--- src/rtl/mem_arbiter.sv ---
// mem_arbiter: shares one main-memory port between the I-cache and D-cache
// miss paths. It grants one requester at a time, sequences the memory
// handshake and returns a one-cycle done pulse carrying the read data.
// Saturating counters record grants and IDLE-cycle conflicts.
//
// Handshake summary:
// - Requester side: req is held high until the matching done pulse. req must
//   drop in the cycle after done; a req still high then is a new request.
//   Requester inputs are sampled only while the arbiter is IDLE.
// - Memory side: mem_req is held high with stable mem_wr/mem_addr/mem_wdata
//   until a single-cycle mem_ready arrives. mem_rdata is valid with
//   mem_ready. mem_ready outside BUSY is ignored.
module mem_arbiter #(
  parameter int AW      = 16,
  parameter int DW      = 16,
  parameter int TIMEOUT = 64,
  parameter int CW      = 16
) (
  input  logic          clk,
  input  logic          rst,
  input  logic          i_req,
  input  logic [AW-1:0] i_addr,
  output logic          i_done,
  input  logic          d_req,
  input  logic          d_wr,
  input  logic [AW-1:0] d_addr,
  input  logic [DW-1:0] d_wdata,
  output logic          d_done,
  output logic [DW-1:0] rdata,
  output logic          mem_req,
  output logic          mem_wr,
  output logic [AW-1:0] mem_addr,
  output logic [DW-1:0] mem_wdata,
  input  logic [DW-1:0] mem_rdata,
  input  logic          mem_ready,
  output logic          busy,
  output logic          err,
  output logic [CW-1:0] i_grant_cnt,
  output logic [CW-1:0] d_grant_cnt,
  output logic [CW-1:0] conflict_cnt
);

  typedef enum logic [1:0] {
    IDLE = 2'd0,
    BUSY = 2'd1,
    DONE = 2'd2
  } state_t;

  // Owner encoding: 0 = I-cache, 1 = D-cache.
  localparam logic OWN_I = 1'b0;
  localparam logic OWN_D = 1'b1;

  // Timeout counter counts 0 .. TIMEOUT-1 inside BUSY.
  localparam int TW_RAW = $clog2(TIMEOUT + 1);
  localparam int TW     = (TW_RAW < 1) ? 1 : TW_RAW;
  localparam logic [TW-1:0] T_LAST = TW'(TIMEOUT - 1);
  localparam logic [CW-1:0] C_MAX  = {CW{1'b1}};

  state_t        state;
  logic          owner;
  logic          lastOwner;
  logic [TW-1:0] timeoutCnt;
  logic          grantD;
  logic          anyReq;
  logic          bothReq;
  logic          grantEvent;

  assign anyReq     = i_req | d_req;
  assign bothReq    = i_req & d_req;
  assign grantEvent = (state == IDLE) & anyReq;

  // Arbitration: a lone requester wins; on a tie the non-last owner wins.
  always_comb begin
    grantD = 1'b0;
    if (d_req && !i_req) begin
      grantD = 1'b1;
    end else if (bothReq) begin
      grantD = (lastOwner == OWN_I);
    end
  end

  // Main FSM with all handshake outputs registered.
  always_ff @(posedge clk or posedge rst) begin
    if (rst) begin
      state      <= IDLE;
      owner      <= OWN_I;
      lastOwner  <= OWN_I;
      timeoutCnt <= '0;
      mem_req    <= 1'b0;
      mem_wr     <= 1'b0;
      mem_addr   <= '0;
      mem_wdata  <= '0;
      i_done     <= 1'b0;
      d_done     <= 1'b0;
      rdata      <= '0;
      busy       <= 1'b0;
      err        <= 1'b0;
    end else begin
      i_done <= 1'b0;
      d_done <= 1'b0;
      case (state)
        IDLE: begin
          if (anyReq) begin
            owner      <= grantD;
            mem_req    <= 1'b1;
            mem_wr     <= grantD & d_wr;
            mem_addr   <= grantD ? d_addr : i_addr;
            mem_wdata  <= (grantD && d_wr) ? d_wdata : '0;
            timeoutCnt <= '0;
            busy       <= 1'b1;
            state      <= BUSY;
          end
        end
        BUSY: begin
          if (mem_ready) begin
            // Writes return zero data to the requester.
            rdata     <= mem_wr ? '0 : mem_rdata;
            lastOwner <= owner;
            mem_req   <= 1'b0;
            mem_wr    <= 1'b0;
            i_done    <= (owner == OWN_I);
            d_done    <= (owner == OWN_D);
            state     <= DONE;
          end else if (timeoutCnt == T_LAST) begin
            // Abort so the requester does not hang; err stays set until reset.
            err       <= 1'b1;
            rdata     <= '0;
            lastOwner <= owner;
            mem_req   <= 1'b0;
            mem_wr    <= 1'b0;
            i_done    <= (owner == OWN_I);
            d_done    <= (owner == OWN_D);
            state     <= DONE;
          end else begin
            timeoutCnt <= timeoutCnt + TW'(1);
          end
        end
        DONE: begin
          rdata <= '0;
          busy  <= 1'b0;
          state <= IDLE;
        end
        default: begin
          mem_req <= 1'b0;
          mem_wr  <= 1'b0;
          rdata   <= '0;
          busy    <= 1'b0;
          state   <= IDLE;
        end
      endcase
    end
  end

  // Saturating performance counters, updated at each IDLE grant.
  always_ff @(posedge clk or posedge rst) begin
    if (rst) begin
      i_grant_cnt  <= '0;
      d_grant_cnt  <= '0;
      conflict_cnt <= '0;
    end else if (grantEvent) begin
      if (grantD) begin
        if (d_grant_cnt != C_MAX) d_grant_cnt <= d_grant_cnt + CW'(1);
      end else begin
        if (i_grant_cnt != C_MAX) i_grant_cnt <= i_grant_cnt + CW'(1);
      end
      if (bothReq && conflict_cnt != C_MAX) begin
        conflict_cnt <= conflict_cnt + CW'(1);
      end
    end
  end

endmodule

--- config.mk ---
export PLATFORM = sky130hd
export DESIGN_NAME = mem_arbiter
export DESIGN_NICKNAME = d
export VERILOG_FILES = /design/src/rtl/mem_arbiter.sv
export SDC_FILE = /design/constraint.sdc
export NUM_CORES = 1
export LEC_CHECK = 0
export ABC_AREA = 1
export CAP_MARGIN = 15
export CELL_PAD_IN_SITES_DETAIL_PLACEMENT = 1
export CELL_PAD_IN_SITES_GLOBAL_PLACEMENT = 1
export CORE_ASPECT_RATIO = 1.4
export CORE_UTILIZATION = 31
export CTS_CLUSTER_DIAMETER = 200
export DETAILED_ROUTE_END_ITERATION = 16
export GPL_ROUTABILITY_DRIVEN = 0
export PLACE_DENSITY = 0.78
export SLEW_MARGIN = 10
export SYNTH_ARGS = -nofsm -noshare
export SYNTH_HDL_FRONTEND = slang
export SYNTH_SLANG_ARGS = --single-unit
--- constraint.sdc ---
create_clock -name clk -period 4.4 [get_ports clk]
set_input_delay 1.32 -clock clk [delete_from_list [all_inputs] [get_ports clk]]
set_output_delay 1.32 -clock clk [all_outputs]
set_load 0.005 [all_outputs]
==> results.sh <==
export IMPL_hold_viol_final=0
export IMPL_viasPerCell=4.68
export IMPL_required_ps=4710
export IMPL_synthTopCellsByArea="dfrtp_1 (49%), nand2_1 (24%), nand3_1 (4.6%)"
export IMPL_rsz0062_at_grt="false"
export IMPL_holdBufCountCts=0
export IMPL_synth_avg_cell_area_um2=7.56
export IMPL_post_cts_setup_buffers=0
export IMPL_nets=1018
export IMPL_skew_ps=9.62
export IMPL_max_freq_mhz=330
export IMPL_min_period_ps=3030
export IMPL_dr_wl_met2_um=9890
export IMPL_num_antenna_cells=0
export IMPL_grt_pass1_vias=5957
export IMPL_grt_antenna_before_repair=1
export IMPL_root_buffer="clkbuf_16"
export IMPL_fin_crit_sh_pct=69.0
export IMPL_cts_resized=0
export IMPL_synth_area_mm2=0.00579
export IMPL_ir_drop_uv=248
export IMPL_worstPathCellList="clkdlybuf4s50_1 > nor2_1 > nor2_8 > nand2_4 > nor2_4 > inv_2 > nand2_1 > nand2_1"
export IMPL_port_buffer_count=171
export IMPL_wl_met1_um=7140
export IMPL_drive_above_1_share_pct=7.21
export IMPL_worstPathArrival_ps=3340
export IMPL_top_layer="met4"
export IMPL_synth_top_area_cell="dfrtp_1"
export IMPL_cts_buffers=17
export IMPL_yosys_warnings=0
export IMPL_place_hpwl_um=13600
export IMPL_synth_cell_types=31
export IMPL_cts_max_level=4
export IMPL_die_x_um=117
export IMPL_crit_path_frequent_cell="nand2_1"
export IMPL_die_area_mm2=0.0192
export IMPL_p_leak_nw=3.80
export IMPL_wl_um=18400
export IMPL_async_reset_ff_share_pct=100
export IMPL_cts_sinks=113
export IMPL_yosys_top_cells_count="nand2_1 (366), dfrtp_1 (113), nor2_1 (59), nand3_1 (53), inv_1 (43)"
export IMPL_status="finished, final reports clean"
export IMPL_setup_viol=0
export IMPL_slowest_stage="clkdlybuf4s50_1"
export IMPL_die_h_um=164
export IMPL_gr_usage_all_layers_pct=20.3
export IMPL_area_delta_synth_final_pct=44.3
export IMPL_hold_path_class="reg2reg"
export IMPL_drv_slew=0
export IMPL_dr_wl_met3_um=807
export IMPL_cp_max_fo=34
export IMPL_tns_ps=0
export IMPL_start_util_pct=31.9
export IMPL_firstDrtPassIters=4
export IMPL_ys_seq_elements=113
export IMPL_netlist_instances=765
export IMPL_drv_cap=0
export IMPL_final_cell_count_no_fill=1197
export IMPL_ant_nets=0
export IMPL_rows=58
export IMPL_place_inst=1165
export IMPL_drt_iter0_markers=251
export IMPL_cts_tree="built"
export IMPL_end_kind="register"
export IMPL_coreArea_mm2=0.0181
export IMPL_clk_insertion_delay_late_ps=420
export IMPL_grt_max_degree=48
export IMPL_cellPowerDensity_mw_per_mm2=562
export IMPL_worst_slew_pin_slew_ps=616
export IMPL_synth_top_cell_area_share_pct=48.9
export IMPL_clk_pin_slew_worst_paths_ps=60
export IMPL_ys_seq_area_share_pct=48.9
export IMPL_cts_buffer_depth=2
export IMPL_vias=5597
export IMPL_syn_nets=839
export IMPL_max_slew_margin_pct=58.9
export IMPL_start_kind="input port"
export IMPL_max_stage_delay_ps=510
export IMPL_wl_per_cell_um=15.3
export IMPL_final_core_util_pct=46.0
export IMPL_grt_pass1_wl_um=30600
export IMPL_drc_errors=0
export IMPL_synth_ff_type="dfrtp_1"
export IMPL_io_pins=172
export IMPL_overflow=0
export IMPL_post_synth_top_count_cell="nand2_1"
export IMPL_synth_edff_count=0
export IMPL_critPathKind="in2reg"
## critical path: cells and delay by family
family | cells | cell delay, ps
buffers and inverters | 2 | 680
and+or+nand+nor | 6 | 1320
## cells in the final DEF, fill, tap and decap left out, drive strengths merged, types with 2 or more instances in the layout
cell type,n
nand2,372
clkdlybuf4s50,171
dfrtp,113
nor2,66
nand3,56
inv,52
o21ai,33
clkbuf,22
xor2,18
nand4,16
buf,8
nand3b,6
ha,4
clkinv,4
bufinv,4
xnor2,3
nor3,2
clkinvlp,2
## final timing paths
check,cells past startpoint,end,slack (ps),start
min in group asynchronous,2,rdata[5]$_DFFE_PP0P_,1350,rst
hold / removal,1,err$_DFFE_PP0P_,460,err$_DFFE_PP0P_
hold reg to reg,1,err$_DFFE_PP0P_,460,err$_DFFE_PP0P_
max in group asynchronous,3,d_grant_cnt[4]$_DFFE_PP0P_,2220,rst
setup / recovery,8,i_grant_cnt[14]$_DFFE_PP0P_,1370,d_req
setup reg to reg,8,i_grant_cnt[14]$_DFFE_PP0P_,2320,state[0]$_DFFE_PP0P_
## metal layers
layer  up-vias  GRT usage (%)
met5         -              0
li1       2747              -
met4         0           9.15
met3        34           4.85
met1      2692           20.8
met2       124           38.7
## through the flow
stage	hold WS, ps	area, um^2	total power [mW]	setup slack, ps
finish	458	8350	4.69	1370
global route	473	8350	5.00	1170
CTS	467	8350	4.78	1350
detailed placement	455	7710	3.24	938
global placement	447	7710	3.19	1000
floorplan	425	5790	2.35	92.6
## power breakdown
group          leakage (nW)  switching, mW  total [mW]  internal [mW]
Combinational          1.99          0.798        1.58          0.780
Clock                 0.312          0.497        1.50           1.00
Sequential             1.50          0.268        1.62           1.35
## state kept, by name (all words and copies together), names as in the netlist, 2 cells and up
name,flops
d_grant_cnt,16
state,2
conflict_cnt,16
mem_addr,16
rdata,16
mem_wdata,16
timeoutCnt,7
i_grant_cnt,16
## area by class of cell
cell class                 instances  area [um^2]
fill                            2270         9800
inverter                          52          200
clock buffer                      22          484
multi-input combinational        581         2610
tap                              240          300
timing repair buffer             179         1770
sequential                       113         2830
clock inverter                    10          155
## logic make-up after synthesis
logic type	Yosys count	synth area share [%]
simple gates	519	37.6
flops	113	48.9
buf+inv	71	6.06
compound gates	37	3.40
xor+xnor	21	3.18
fa+ha+maj	4	0.865
No activity file was read; power rests on OpenSTA's default activity.
